$ cat src/rtl/ni_tx_arbiter.sv
// Round-robin transmit arbiter: picks one of NUM_REQ sources and streams its packet as flits.
// Optional header flit per packet enabled by defining NI_ARB_HDR_EN.
module ni_tx_arbiter #(
  parameter int unsigned NUM_REQ = 4,
  parameter int unsigned DATA_W  = 16
) (
  input  logic                        clk,
  input  logic                        reset,
  input  logic [NUM_REQ-1:0]          req,
  input  logic [4*NUM_REQ-1:0]        len_in,
  input  logic [DATA_W*NUM_REQ-1:0]   src_data,
  output logic [NUM_REQ-1:0]          src_pop,
  output logic [NUM_REQ-1:0]          grant,
  output logic [DATA_W-1:0]           flit_out,
  output logic                        flit_valid,
  input  logic                        flit_ready,
  output logic                        packet_end,
  output logic                        busy
);

  localparam int unsigned ID_W  = $clog2(NUM_REQ);
  localparam int unsigned LEN_W = 4;
  localparam int unsigned PAD_W = DATA_W - ID_W - LEN_W;

  typedef enum logic [1:0] {IDLE, HDR, BODY} state_t;

  state_t              state_q, state_d;
  logic [NUM_REQ-1:0]  grant_q;
  logic [ID_W-1:0]     win_q;
  logic [ID_W-1:0]     last_q;
  logic [LEN_W-1:0]    len_q;
  logic [LEN_W-1:0]    cnt_q;

  logic                pick_valid;
  logic [ID_W-1:0]     pick_id;
  logic [ID_W-1:0]     idx;
  logic                hs;

  // Round-robin search starting one past the previous winner
  always_comb begin
    pick_valid = 1'b0;
    pick_id    = '0;
    idx        = '0;
    for (int unsigned k = 1; k <= NUM_REQ; k++) begin
      idx = last_q + ID_W'(k);
      if (!pick_valid && req[idx]) begin
        pick_valid = 1'b1;
        pick_id    = idx;
      end
    end
  end

  // Next-state and output decode
  always_comb begin
    state_d    = state_q;
    flit_valid = 1'b0;
    flit_out   = '0;
    packet_end = 1'b0;
    src_pop    = '0;
    busy       = 1'b0;
    hs         = 1'b0;
    unique case (state_q)
      IDLE: begin
        if (pick_valid) begin
`ifdef NI_ARB_HDR_EN
          state_d = HDR;
`else
          state_d = BODY;
`endif
        end
      end
      HDR: begin
        flit_valid = 1'b1;
        busy       = 1'b1;
        flit_out   = {win_q, len_q, PAD_W'(0)};
        hs         = flit_ready;
        if (hs) state_d = BODY;
      end
      BODY: begin
        flit_valid = 1'b1;
        busy       = 1'b1;
        flit_out   = src_data[DATA_W*win_q +: DATA_W];
        packet_end = (cnt_q == '0);
        hs         = flit_ready;
        src_pop    = hs ? grant_q : '0;
        if (hs && cnt_q == '0) state_d = IDLE;
      end
      default: state_d = IDLE;
    endcase
  end

  assign grant = grant_q;

  always_ff @(posedge clk or posedge reset) begin
    if (reset) begin
      state_q <= IDLE;
      grant_q <= '0;
      win_q   <= '0;
      last_q  <= ID_W'(NUM_REQ - 1);
      len_q   <= '0;
      cnt_q   <= '0;
    end else begin
      state_q <= state_d;
      if (state_q == IDLE && pick_valid) begin
        win_q   <= pick_id;
        grant_q <= NUM_REQ'(1) << pick_id;
        len_q   <= len_in[LEN_W*pick_id +: LEN_W];
        cnt_q   <= len_in[LEN_W*pick_id +: LEN_W];
      end else if (state_q == BODY && hs) begin
        if (cnt_q == '0) begin
          grant_q <= '0;
          last_q  <= win_q;
        end else begin
          cnt_q <= cnt_q - LEN_W'(1);
        end
      end
    end
  end

endmodule
$ cat config.mk
export PLATFORM = sky130hd
export DESIGN_NAME = ni_tx_arbiter
export DESIGN_NICKNAME = d
export VERILOG_FILES = /design/src/rtl/ni_tx_arbiter.sv
export SDC_FILE = /design/constraint.sdc
export NUM_CORES = 1
export LEC_CHECK = 0
export BUFFER_PORTS_ARGS = -buffer_cell sky130_fd_sc_hd__clkbuf_2
export CORE_MARGIN = 4
export CORE_UTILIZATION = 25
export DETAILED_ROUTE_END_ITERATION = 12
export HOLD_SLACK_MARGIN = 0.05
export PLACE_DENSITY = 0.6
export SETUP_SLACK_MARGIN = 0.2
export SLEW_MARGIN = 20
export SYNTH_ARGS = -nofsm -noshare
export SYNTH_HDL_FRONTEND = slang
export SYNTH_SLANG_ARGS = --single-unit
$ cat constraint.sdc
create_clock -name clk -period 4.4 [get_ports clk]
set_input_delay 0.66 -clock clk [delete_from_list [all_inputs] [get_ports clk]]
set_output_delay 0.66 -clock clk [all_outputs]
set_load 0.02 [all_outputs]
After elaboration in Yosys (flattened, before gate mapping)
Cells that the tools add are included.
Widths: inputs -> output; s select.

storage, ports and cells
  register bits after elaboration = 18

cells by class
  muxes and demuxes = 32
  shifts and indexed selects = 3
  magnitude comparators = 4
  equality and inequality tests = 6
  bitwise gates (word level) = 1
  add/sub/neg operators = 4
  reduce and logical (&&, ||, !) cells = 18

operator list
  kind                 count
  $shiftx 64x7->16     1
  $mux 4               8
  $pmux 16 s2          1
  $shiftx 16x5->4      1
  $mux 2               7
  $lt 2x3->1 const B   4
  $mux 1               11
  $bmux 1 s2           4
  $logic_and 1x1->1    6
  $ne 2x2->1 const B   3
  $pmux 2 s3           1
  $reduce_and 3->1     2
  $add 2x2->2 const B  2
  $logic_not 4->1      1
  $reduce_and 2->1     2
  $reduce_bool 2->1    2
  $shl 1x2->4 const A  1
  $sub 4x1->4 const B  1
  $logic_not 1->1      3
  $add 2x1->2 const B  1
  $eq 2x1->1 const B   1
  $eq 2x2->1 const B   1
  $logic_not 2->1      1
  $ne 2x1->1 const B   1
  2 further kinds      2

Depth between registers and ports, before layout
  depth in word-level cells = 16
  gate-level depth with buffers = 7
  mapped depth without buffers = 7

Worst setup path after synthesis
Ideal clock, no wire load.

  path type = flip-flop to output port
  from = register win_q[0]
  to = output port flit_out[10]
  arrival = 1.593 ns
  cell stages (with the launch flop) = 5
  path buffers = 2
  setup slack = 2.147 ns
  required time = 3.740 ns
  cells stage by stage = dfrtp_1 buf_2 buf_2 mux4_2 and2_1

between the ends
  longest elaborated chain between the ends = 2

RTL lines
  element                   RTL line  text
  start: declaration        29        logic [ID_W-1:0] win_q;
  start signal: assignment  105       win_q <= pick_id;
  $shiftx 64x7->16          82        flit_out = src_data[DATA_W*win_q +: DATA_W];
  $pmux 16 s2               62        unique case (state_q)
  end: declaration          14        output logic [DATA_W-1:0] flit_out,

No other way between the ends.

Final worst setup path
  from = register win_q[0]
  to = output port flit_out[8]

Same word-level chain as after synthesis.

==> reports/results.ini <==
[layout]
fillers = 531
utilization_pct = 38.73
diodes = 0
num-nets-final = 324
area_growth_pct = 48.38
final_area_sq_um = 2003
drive_gt1_share_pct = 62.39

[setup_path]
r2r_end = grant[1]$_DFFE_PP0P_
critical_path_required_ps = 3740
ff2ff_path_depth = 3
rr_startpoint = state_q[1]$_DFFE_PP0P_
cp-end-kind = output port
worstPathArrival_ps = 1900
startpoint_type = flip-flop
cp_max_fo = 18
rrSetupSlack_ps = 2270
critPathKind = flip-flop to output port
critPathLaunch = win_q[0]$_DFFE_PP0P_
cp-endpoint = flit_out[8]

[synthesis]
ys_warn_count = 0
ys_ff_latch = 13
synth_top_cell_area_share_pct = 26.69
synth_cells = 126
netlist-cell-type-count = 38
seq_area_frac_synth_pct = 24.28
syn_nets = 215
synth_area_sq_um = 1350
synthesis.area_per_instance_sq_um = 10.71
synthTopCellsByArea = mux4_2 27%, dfrtp_1 20%, and2_1 8.3%
synth.largest_area_cell = mux4_2

[detailed_routing]
drtIter0Drc = 52
via_count = 1402
vias_per_cell = 4.612
drc = 0
first_pass_iters = 4
wl_mm = 4.129
final_antenna_net_count = 0
drt-wirelength-per-cell_um = 13.58

[cts]
clk_latency_ps = 250
cts_tree = built
post_cts_buffers = 0
cts-buffers-inserted = 3
clk_pin_slew_ps = 60
cts-hold-fix-buffers = 0
cts.sinks = 13
h-tree-depth = 1
post_cts_resized = 0
root_buffer = clkbuf_8
cts_buffer_depth = 2

[timing]
slew_viol_final = 0
hold_violations = 0
max_freq_mhz = 390.2
fin_tns_setup_ps = 0
finalClockSkew_ps = 5.654
period_minus_slack_ps = 2563
max-slew-margin-rel_pct = 35.51
worstMarginPinSlew_ps = 967.3
finalSetupViolCount = 0
setup_ws_ps = 1837
finalCritPeriodShare_pct = 58.24
rsz0062_at_grt = false

[place]
gp_congestion = 0.8014
pre_cts_slack_ps = 1708
hpwl_mm = 3.361
dpl_cell_area_sq_um = 1956
io_buffers = 113

[flow_run]
maxCapViolations = 0

[global_routing]
grt.overflow.total = 0
grt_pass1_wl_mm = 6.341
grt_pass1_vias = 1393
antenna_found_initial = 0
grt_max_degree = 28
gr-usage-all-layers_pct = 12.16

[die]
start_util_pct = 26.10
fp.dieH_um = 81.49
die_area_sq_um = 6640
core-area_sq_um = 5172
io_pins = 114
fp-row-count = 26
die_w_um = 81.49

[power_and_ir_drop]
leakage_nw = 1.047
power.total_mw = 1.203
powerDensity_nw_per_um2 = 600.5
vdd_ir_drop_max_v = 0.0002412

[worst_hold_path]
hp-class = input pin to asynchronous set/reset pin

[status]
status = complete, no violations

how the worst min path moves through the flow:
stage | from | endpoint | slack [ps] | cells after the start
global placement | last_q[1]$_DFFE_PP1P_ | last_q[1]$_DFFE_PP1P_ | 500 | 2
CTS | reset | grant[1]$_DFFE_PP0P_ | 430 | 2
detailed placement | grant[2]$_DFFE_PP0P_ | grant[2]$_DFFE_PP0P_ | 510 | 2
global route | reset | grant[2]$_DFFE_PP0P_ | 430 | 2
floorplan | last_q[1]$_DFFE_PP1P_ | last_q[1]$_DFFE_PP1P_ | 480 | 2
finish | reset | grant[0]$_DFFE_PP0P_ | 400 | 2
through the flow:
stage                     hold slack [ps]  std cells
after floorplan                     482.4        126
after global placement              502.8        300
after detailed placement            508.4        300
after CTS                           429.2        304
after global routing                434.3        304
final                               404.5        304
cell type report:
class	count	area [sq um]	area share, %
clock inverters	1	5.005	0.2498
well taps	70	87.58	4.372
flip-flops and latches	13	329.1	16.43
clock buffers	3	41.29	2.061
inverters	7	26.28	1.312
multi-input cells	97	948.4	47.35
repair buffers	113	565.5	28.23
logic make-up after synthesis:
| logic type | after synthesis | synth area share, % |
|---|---|---|
| adders and majority gates | 2 | 1.853 |
| xor gates and xnor gates | 3 | 1.947 |
| AOI/OAI and AO/OA | 17 | 9.546 |
| and+or+nand+nor | 45 | 19.00 |
| muxes | 30 | 37.91 |
| buffers and inverters | 16 | 5.468 |
| DFF | 13 | 24.28 |
critical path: stages, from the launching register on:
cell and delay (ps):
dfrtp_2 750, mux4_2 580, and2_1 170, clkbuf_2 150
power breakdown:
part / total [mW] / switching (mW) / internal [mW] / leakage, nW
combinational: 0.784 / 0.383 / 0.401 / 0.869
clock: 0.110 / 0.0476 / 0.0627 / 0.0255
sequential: 0.309 / 0.128 / 0.180 / 0.152
metal layers:
| layer | up-vias | GRT usage (%) | share of wire [%] |
|---|---|---|---|
| met5 | - | 0 | 0 |
| met4 | 0 | 2.534 | 0.78 |
| met3 | 2 | 1.864 | 5.5 |
| met2 | 44 | 22.23 | 51 |
| met1 | 677 | 15.01 | 42 |
| li1 | 679 | - | - |
Yosys cell counts (all sizes together):
cell / count
inv: 7
nor2: 7
dfrtp: 11
o21a: 1
mux2: 6
a21oi: 4
nor3: 2
and3: 4
clkbuf: 4
nand2: 6
dfstp: 2
and2b: 1
a22o: 2
a221o: 1
nand2b: 3
a211o: 1
mux2i: 8
and2: 18
mux4: 16
nand3: 1
o21ai: 5
xnor2: 2
nor3b: 2
a211oi: 2
a21o: 1
ha: 2
buf: 5
xor2: 1
nor2b: 1
placed cells by master, fill, tap and decap left out, types with 2 or more instances in the layout:
master and count:
mux2i_1 8, clkbuf_2 113, clkbuf_8 3, mux4_2 16, dfstp_2 2, nor2_1 7, xnor2_1 2, and2_1 18
nand2_1 6, nor3b_1 2, a21oi_1 3, and3_1 4, ha_1 2, inv_1 7, dfrtp_1 10, nor3_1 2
o21ai_0 4, mux2_2 5, nand2b_1 2
sequential cells by signal (all words and copies together), names as in the netlist:
name / cells
cnt_q: 4
grant: 4
last_q: 2
state_q: 1
win_q: 2
Power figures use the tool's default switching activity.
